## src/rtl/if_stage_if.sv

```systemverilog
// -----------------------------------------------------------------------------
// if_stage_if
//   Request/acknowledge instruction-memory port used by the fetch stage.
//   The fetch side (master) raises imem_req with a word address and keeps the
//   address stable until the memory (slave) answers with imem_ack and the
//   instruction word on imem_rdata. Memory latency is arbitrary.
//
//   Signals:
//     imem_req    master -> slave  fetch request
//     imem_addr   master -> slave  fetch address (held while req && !ack)
//     imem_ack    slave  -> master data returned this cycle
//     imem_rdata  slave  -> master instruction word, valid with imem_ack
// -----------------------------------------------------------------------------
interface if_stage_if #(
   parameter int WORD_WIDTH = 32
);
   logic                  imem_req;
   logic [WORD_WIDTH-1:0] imem_addr;
   logic                  imem_ack;
   logic [WORD_WIDTH-1:0] imem_rdata;

   modport master (
      output imem_req,
      output imem_addr,
      input  imem_ack,
      input  imem_rdata
   );

   modport slave (
      input  imem_req,
      input  imem_addr,
      output imem_ack,
      output imem_rdata
   );
endinterface

```

## src/rtl/if_stage.sv

```systemverilog
// -----------------------------------------------------------------------------
// if_stage
//   Instruction-fetch stage feeding decode. Owns the fetch PC, drives a
//   variable-latency request/acknowledge memory port and presents
//   {fetched address + 4, instruction, valid} through an output register.
//
//   A decode freeze holds the output register; an instruction that arrives
//   while frozen is parked in a one-entry hold buffer and requests stop until
//   decode accepts it. A branch redirect from EX flushes the output register
//   and the hold buffer; if a memory request is still outstanding at that
//   point the stage keeps that request alive (same address) until it is
//   acknowledged and throws the returned word away before fetching the target.
//
//   Ports:
//     clk             clock, all state changes on the rising edge
//     rst             asynchronous reset, active low
//     freeze          decode stall, output register holds
//     branch_taken    one-cycle redirect pulse
//     branch_address  redirect target (low two bits ignored)
//     imem            instruction-memory port (master side)
//     pc              fetched address + 4
//     instruction     fetched instruction
//     valid           pc/instruction carry a real instruction (0 = bubble)
// -----------------------------------------------------------------------------
module if_stage #(
   parameter int                    WORD_WIDTH = 32,
   parameter logic [WORD_WIDTH-1:0] RESET_PC   = '0
) (
   input  logic                  clk,
   input  logic                  rst,
   input  logic                  freeze,
   input  logic                  branch_taken,
   input  logic [WORD_WIDTH-1:0] branch_address,
   if_stage_if.master            imem,
   output logic [WORD_WIDTH-1:0] pc,
   output logic [WORD_WIDTH-1:0] instruction,
   output logic                  valid
);

   typedef enum logic [1:0] {
      ST_IDLE  = 2'd0,
      ST_REQ   = 2'd1,
      ST_HOLD  = 2'd2,
      ST_DRAIN = 2'd3
   } state_t;

   localparam logic [WORD_WIDTH-1:0] PC_STEP = WORD_WIDTH'(4);

   state_t                state_q,      state_d;
   logic [WORD_WIDTH-1:0] fetch_pc_q,   fetch_pc_d;
   logic [WORD_WIDTH-1:0] drain_addr_q, drain_addr_d;
   logic [WORD_WIDTH-1:0] out_pc_q,     out_pc_d;
   logic [WORD_WIDTH-1:0] out_instr_q,  out_instr_d;
   logic                  out_valid_q,  out_valid_d;
   logic [WORD_WIDTH-1:0] hold_pc_q,    hold_pc_d;
   logic [WORD_WIDTH-1:0] hold_instr_q, hold_instr_d;
   logic                  hold_full_q,  hold_full_d;

   logic [WORD_WIDTH-1:0] fetch_pc_inc;
   logic [WORD_WIDTH-1:0] branch_target;
   logic                  fetch_done;
   logic                  req_in_flight;
   logic                  unused_branch_lsbs;

   // Wraps modulo 2^WORD_WIDTH, so the word at the top of memory is followed
   // by address zero.
   assign fetch_pc_inc  = fetch_pc_q + PC_STEP;
   assign branch_target = {branch_address[WORD_WIDTH-1:2], 2'b00};

   // An acknowledge only counts as a fetched instruction in REQ; in DRAIN it
   // closes a stale request and in IDLE/HOLD no request is outstanding.
   assign fetch_done    = (state_q == ST_REQ) && imem.imem_ack;
   assign req_in_flight = (state_q == ST_REQ) && !imem.imem_ack;

   assign unused_branch_lsbs = ^branch_address[1:0];

   // ---------------------------------------------------------------------------
   // State and control registers (asynchronous reset)
   // ---------------------------------------------------------------------------
   always_ff @(posedge clk or negedge rst) begin
      if (!rst) begin
         state_q     <= ST_IDLE;
         fetch_pc_q  <= RESET_PC;
         out_pc_q    <= '0;
         out_instr_q <= '0;
         out_valid_q <= 1'b0;
         hold_full_q <= 1'b0;
      end else begin
         state_q     <= state_d;
         fetch_pc_q  <= fetch_pc_d;
         out_pc_q    <= out_pc_d;
         out_instr_q <= out_instr_d;
         out_valid_q <= out_valid_d;
         hold_full_q <= hold_full_d;
      end
   end

   // Pure data storage: only ever read when the matching state/flag says the
   // contents are meaningful, so no reset is needed.
   always_ff @(posedge clk) begin
      drain_addr_q <= drain_addr_d;
      hold_pc_q    <= hold_pc_d;
      hold_instr_q <= hold_instr_d;
   end

   // ---------------------------------------------------------------------------
   // Next-state logic
   // ---------------------------------------------------------------------------
   always_comb begin
      state_d = state_q;
      case (state_q)
         ST_IDLE: begin
            state_d = ST_REQ;
         end
         ST_REQ: begin
            if (branch_taken) begin
               // An outstanding request cannot be withdrawn; wait for its ack.
               state_d = imem.imem_ack ? ST_REQ : ST_DRAIN;
            end else if (imem.imem_ack && freeze) begin
               state_d = ST_HOLD;
            end
         end
         ST_HOLD: begin
            if (branch_taken || !freeze) begin
               state_d = ST_REQ;
            end
         end
         ST_DRAIN: begin
            if (imem.imem_ack) begin
               state_d = ST_REQ;
            end
         end
         default: begin
            state_d = ST_IDLE;
         end
      endcase
   end

   // ---------------------------------------------------------------------------
   // Fetch PC, hold buffer and output register update
   // ---------------------------------------------------------------------------
   always_comb begin
      fetch_pc_d   = fetch_pc_q;
      drain_addr_d = drain_addr_q;
      hold_pc_d    = hold_pc_q;
      hold_instr_d = hold_instr_q;
      hold_full_d  = hold_full_q;
      out_pc_d     = out_pc_q;
      out_instr_d  = out_instr_q;
      out_valid_d  = out_valid_q;

      if (branch_taken) begin
         // Redirect wins over freeze and over any returning data.
         fetch_pc_d  = branch_target;
         hold_full_d = 1'b0;
         out_valid_d = 1'b0;
         out_instr_d = '0;
         // Remember the address of the request being drained so the bus
         // stays stable. A second redirect while draining keeps the original.
         if (req_in_flight) begin
            drain_addr_d = fetch_pc_q;
         end
      end else begin
         if (fetch_done) begin
            fetch_pc_d = fetch_pc_inc;
         end

         if (freeze) begin
            // Output register is untouchable while frozen, even if it holds a
            // bubble; fresh data goes to the hold buffer instead.
            if (fetch_done) begin
               hold_pc_d    = fetch_pc_inc;
               hold_instr_d = imem.imem_rdata;
               hold_full_d  = 1'b1;
            end
         end else begin
            out_valid_d = 1'b0;
            if (fetch_done) begin
               out_pc_d    = fetch_pc_inc;
               out_instr_d = imem.imem_rdata;
               out_valid_d = 1'b1;
            end else if ((state_q == ST_HOLD) && hold_full_q) begin
               out_pc_d    = hold_pc_q;
               out_instr_d = hold_instr_q;
               out_valid_d = 1'b1;
               hold_full_d = 1'b0;
            end
         end
      end
   end

   // ---------------------------------------------------------------------------
   // Outputs
   // ---------------------------------------------------------------------------
   always_comb begin
      imem.imem_req  = (state_q == ST_REQ) || (state_q == ST_DRAIN);
      imem.imem_addr = (state_q == ST_DRAIN) ? drain_addr_q : fetch_pc_q;
      pc             = out_pc_q;
      instruction    = out_instr_q;
      valid          = out_valid_q;
   end

`ifndef SYNTHESIS
   // Memory port contract: an unanswered request stays up with a fixed address.
   a_addr_stable : assert property (
      @(posedge clk) disable iff (!rst)
      (imem.imem_req && !imem.imem_ack) |=> (imem.imem_req && $stable(imem.imem_addr))
   );

   // HOLD is only ever entered with a parked instruction.
   a_hold_full : assert property (
      @(posedge clk) disable iff (!rst)
      (state_q == ST_HOLD) |-> hold_full_q
   );
`endif

endmodule

```

## src/flat_wrapper.sv

```systemverilog
// flat-port wrapper written by rule: the top's interface ports become plain ports
module if_stage_flat 
#(
   parameter int                    WORD_WIDTH = 32,
   parameter logic [WORD_WIDTH-1:0] RESET_PC   = '0
)
  (clk, rst, freeze, branch_taken, branch_address, pc, instruction, valid, imem_imem_req, imem_imem_addr, imem_imem_ack, imem_imem_rdata);
  if_stage_if #(.WORD_WIDTH(WORD_WIDTH)) imem_i ();
  input  logic clk;
  input  logic rst;
  input  logic freeze;
  input  logic branch_taken;
  input  logic [WORD_WIDTH-1:0] branch_address;
  output logic [WORD_WIDTH-1:0] pc;
  output logic [WORD_WIDTH-1:0] instruction;
  output logic valid;
  output wire logic [$bits(imem_i.imem_req)-1:0] imem_imem_req;
  output wire logic [$bits(imem_i.imem_addr)-1:0] imem_imem_addr;
  input wire logic [$bits(imem_i.imem_ack)-1:0] imem_imem_ack;
  input wire logic [$bits(imem_i.imem_rdata)-1:0] imem_imem_rdata;
  assign imem_imem_req = imem_i.imem_req;
  assign imem_imem_addr = imem_i.imem_addr;
  assign imem_i.imem_ack = imem_imem_ack;
  assign imem_i.imem_rdata = imem_imem_rdata;
  if_stage #(.WORD_WIDTH(WORD_WIDTH), .RESET_PC(RESET_PC)) u_core (.clk(clk), .rst(rst), .freeze(freeze), .branch_taken(branch_taken), .branch_address(branch_address), .imem(imem_i), .pc(pc), .instruction(instruction), .valid(valid));
endmodule
```

## config.mk

```make
export PLATFORM = sky130hd
export DESIGN_NAME = if_stage_flat
export DESIGN_NICKNAME = d
export VERILOG_FILES = /design/src/rtl/if_stage_if.sv /design/src/rtl/if_stage.sv /design/src/flat_wrapper.sv
export SDC_FILE = /design/constraint.sdc
export NUM_CORES = 1
export LEC_CHECK = 0
export ABC_AREA = 1
export CORE_UTILIZATION = 52
export DETAILED_ROUTE_END_ITERATION = 10
export PLACE_DENSITY_LB_ADDON = 0.15
export SLEW_MARGIN = 20
export SYNTH_ARGS = -nofsm -noshare
export SYNTH_HDL_FRONTEND = slang
export SYNTH_SLANG_ARGS = --single-unit
```

## constraint.sdc

```tcl
create_clock -name clk -period 5.4 [get_ports clk]
set_clock_uncertainty 0.1 [all_clocks]
set_input_delay 1.08 -clock clk [delete_from_list [all_inputs] [get_ports clk]]
set_output_delay 1.08 -clock clk [all_outputs]
set_load 0.01 [all_outputs]
```

### After elaboration in Yosys (flattened, before gate mapping)

Index checks and enable logic that the tools add are counted.
W data, S select, Z words.

| cells by class | value |
|---|---|
| add/sub/neg operators | 1 |
| equal/unequal tests | 9 |
| muxes and demuxes | 24 |
| bitwise operators | 2 |
| reductions and logical operators | 19 |

Operators by type and width:

| operator | count |
|---|---|
| $mux W32 | 9 |
| $add A32 B3 Y32 const B | 1 |
| $reduce_and A3 Y1 | 4 |
| $mux W2 | 5 |
| $mux W1 | 9 |
| $pmux W2 S4 | 1 |
| $ne A3 B3 Y1 const B | 2 |
| $reduce_bool A3 Y1 | 2 |
| $eq A2 B2 Y1 const B | 2 |
| $logic_and A1 B1 Y1 | 4 |
| $ne A2 B1 Y1 const B | 2 |
| $reduce_and A2 Y1 | 2 |
| $reduce_bool A2 Y1 | 2 |
| $ne A3 B1 Y1 const B | 1 |
| $eq A2 B1 Y1 const B | 1 |
| $logic_not A1 Y1 | 2 |
| $logic_not A2 Y1 | 1 |
| $logic_or A1 B1 Y1 | 2 |
| $ne A2 B2 Y1 const B | 1 |
| $not A1 Y1 | 2 |

| word-level totals | value |
|---|---|
| register bits | 196 |
| input bits | 69 |
| output and inout bits | 98 |
| logic and storage cells | 64 |

### Depth between registers and ports, before layout

| depth | value |
|---|---|
| word-level depth | 6 |
| depth in mapped cells | 11 |
| mapped depth without buffers | 11 |

### Worst setup path after synthesis

Ideal clock, no wire load.

| timing | value |
|---|---|
| kind | input-to-reg |
| from | in branch_taken |
| to | reg u_core.hold_instr_q[0], enable pin |
| setup time | 0.484 ns |
| data arrival time | 4.066 ns |
| required time | 4.816 ns |
| slack | 0.750 ns |
| cell stages on the path | 4 |
| buffers on the path | 1 |
| path through | clkbuf_1 > inv_2 > nand2_1 > nor2_1 |

| on the way | value |
|---|---|
| longest elaborated chain between the ends | 2 |

RTL lines:

| item | line | RTL |
|---|---|---|
| start: declaration | flat_wrapper.sv:12 | `input logic branch_taken;` |
| $not A1 Y1 (no line) | - |  |
| $reduce_and A3 Y1 (no line) | - |  |
| end signal: assignment | if_stage.sv:103 | `hold_instr_q <= hold_instr_d;` |
| end: declaration | if_stage.sv:56 | `logic [WORD_WIDTH-1:0] hold_instr_q, hold_instr_d;` |

Every way passes these cells.
A chain may end at the register's enable or synchronous reset.

### Worst setup path after layout

| timing | value |
|---|---|
| from | reg u_core.state_q[0] |
| to | out imem_imem_addr[9] |

| on the way | value |
|---|---|
| longest elaborated chain between the ends | 2 |

RTL lines:

| item | line | RTL |
|---|---|---|
| start: declaration | if_stage.sv:49 | `state_t state_q, state_d;` |
| start signal: assignment | if_stage.sv:89 | `state_q <= state_d;` |
| $eq A2 B2 Y1 | if_stage.sv:197 | `imem.imem_addr = (state_q == ST_DRAIN) ? drain_addr_q : fetch_pc_q;` |
| $mux W32 | if_stage.sv:197 |  |
| end: declaration | flat_wrapper.sv:18 | `output wire logic [$bits(imem_i.imem_addr)-1:0] imem_imem_addr;` |

Every way passes these cells.

==> results.md <==
* Synth Area per Inst at 10.18 sq um
* Critical Path Stages at 6
* Max-cap violations at 0
* Initial Util at 53.51%
* Grt total ovfl at 0
* Crit path required time at 4.22 ns
* RSZ-0062 raised after global routing: false
* Detail Route Antenna Nets at 0
* Fillers at 1238
* Sink Count at 188
* Kind of critical path: flip-flop to primary output
* Die span in y at 130.1 um
* Kind of cell adding the most delay to the critical path: buffers and inverters
* CTS resizes at 0
* Largest net degree at the start of global routing at 63
* Slowest CP cell: clkdlybuf4s50_1
* CTS buffer count at 17
* Number of I/O pins at 167
* Max incr delay on CP at 0.62 ns
* DR WL/cell at 17.42 um
* Worst vdd ir at 0.2562 mV
* Commonest cells after routing, fill and taps aside: 191 x nand2_1, 158 x clkdlybuf4s50_1, 96 x dfrtp_1, 95 x inv_1, 92 x edfxtp_1
* Yosys top cell by area: edfxtp_1
* Layout area overhead at 27.76%
* Post-CTS Hold Buffers at 0
* # nets final at 1060
* DRT Pass-1 Iters at 5
* Worst reg2reg path depth at 10
* Worst EP arrival at 2.55 ns
* Post-layout power at 4.953 mW
* HPWL Detailed at 13450 um
* Share of cells above drive strength 1 at 7.876%
* RePlAce Congestion at 0.8266
* Synth area leaders: edfxtp_1 32%, dfrtp_1 28%, nand2_1 8.4%
* R2R setup slack at 2.69 ns
* Placeable Area at 15940 sq um
* Clock transition at the registers of the reported paths at 0.07 ns
* Clk buf depth at 2
* Avg Vias per Cell at 5.320
* Minimum clock period at 3.729 ns
* Die ar. at 16920 sq um
* CP cell instances: nand2_1 > inv_1 > buf_4 > nand2_1 > o21ai_0 > clkdlybuf4s50_1
* Setup Viol. Count Final at 0
* CTS H-tree lvls at 4
* Tightest Pin Transition at 0.8316 ns
* Post-layout util at 68.36%
* Finished Cell Area at 10900 sq um
* Drt drc at 0
* Hold path cells at 0
* FF+latch count, synth at 188
* Multi-input logic area at 2823 sq um
* Top cell type's share of synthesized area at 32.38%
* Commonest non-fill, non-tap cell in the layout: nand2_1
* PwrDens at 454.5 nW/um^2
* Critical R2R Capture: u_core.pc[23]
* Iter 0 DRT Violations at 520
* Gr usage total at 26.69%
* Most frequent CP cell: nand2_1
* Initial antenna violation count at 0
* Min-delay src: u_core.fetch_pc_q[31]
* Fmax at 0.2682 GHz
* Worst path buffer plus inverter count at 3
* Setup crit start kind: flip-flop
* Worst setup EP type: primary output
* Drt total wl at 21240 um
* Status: finished, final reports clean
* Synth Warn # at 0
* First-pass GRT wire length at 33680 um
* Root Buffer: clkbuf_16
* Worst Hold Class: flip-flop to flip-flop
* Mapped Area at 8531 sq um
* FF+latch area at 5165 sq um
* Die W at 130.1 um
* Mapped Cells at 838
* Port-buffer cells at 160
* Final cycle utilization of the critical path at 69.05%
* Max_slew headroom at 44.56%
* Clock insertion delay at the later pin of the skew report at 0.43 ns
* TNS Setup at 0 ns
* Pins Over Slew Limit at 0
* Placement Cell Area at 10300 sq um
* Sequential cell area fraction in the yosys report at 60.55%
* CP Max Fanout at 57
* Diode count at 0
* WHS Endpoint: u_core.drain_addr_q[31]
* Row count at 46
* Worst hold slack at 0.3725 ns
* Final Hold Fails at 0
* Postcts setup bufs at 0
* TritonCTS clock tree: built
* RR Startpoint: u_core.state_q[0]
* Synth cell types at 37
* Static leakage at 4.376 nW
* Vias in the first global route at 6287
* Via total after detailed routing at 6485
## how the worst max path moves through the flow
stage / startpoint / to / slack [ns]
after floorplan: branch_taken / u_core.hold_instr_q[0] / 0.75
after global placement: imem_imem_ack / u_core.pc[19] / 1.55
after detailed placement: imem_imem_ack / u_core.pc[19] / 1.53
after CTS: u_core.state_q[0] / imem_imem_addr[9] / 1.65
after global routing: u_core.state_q[0] / imem_imem_addr[9] / 1.51
final: u_core.state_q[0] / imem_imem_addr[9] / 1.67
## Yosys cell counts, drive strengths merged
master   instances
or2             20
nor2            44
a31o             1
o21a             2
nand4            1
mux2i           32
a2bb2oi          6
a21boi           1
dfrtp           96
edfxtp          92
nand2          196
o21ai           51
o211ai           7
and2             5
inv             98
buf             21
xor2            15
conb             1
o221ai           3
ha               1
clkbuf          20
o21bai          21
nand3           26
a21oi           46
o22ai           32
## sequential cells by signal, indices dropped and copies added, names as in the netlist
| signal | count |
|---|---|
| u_core.state_q | 2 |
| u_core.hold_instr_q | 32 |
| u_core.hold_pc_q | 30 |
| u_core.hold_full_q | 1 |
| u_core.instruction | 32 |
| u_core.fetch_pc_q | 30 |
| u_core.drain_addr_q | 30 |
| u_core.pc | 30 |
| u_core.valid | 1 |
## final cells by class
class / count / area share [%]
clock inverter: 14 / 1.538
sequential: 188 / 47.39
multi-input combinational: 514 / 25.90
timing repair buffer: 171 / 15.38
inverter: 98 / 3.375
tap: 216 / 2.480
clock buffer: 18 / 3.938
## logic make-up after synthesis
group	synth area share, %
buffers and inverters	6.615
adder cells (fa/ha/maj)	0.1466
AND/OR/NAND/NOR	15.03
other	0.04396
XOR/XNOR	1.628
multiplexers	3.755
AO/OA/AOI/OAI	12.23
flip-flops	60.55
## power by group
part	total [mW]	internal, mW	switching (mW)	leakage [nW]
Sequential	1.99	1.80	0.189	2.04
Combinational	1.69	0.813	0.881	2.05
Clock	1.27	0.730	0.542	0.288
## stage by stage
step                setup slack (ns)  instances
detailed placement             1.527       1187
global route                   1.514       1219
global placement               1.551       1187
floorplan                     0.7501        841
finish                         1.671       1219
CTS                            1.649       1219
## metal layers
metal  routed length (um)  vias to the layer above  track usage, %
li1                     -                     3094               -
met1                 9759                     3141           38.28
met2                 9998                      234           42.21
met3                 1333                       16           5.371
met4                  143                        0           5.951
met5                    0                        -               0
No activity file was read; power rests on OpenSTA's default activity.
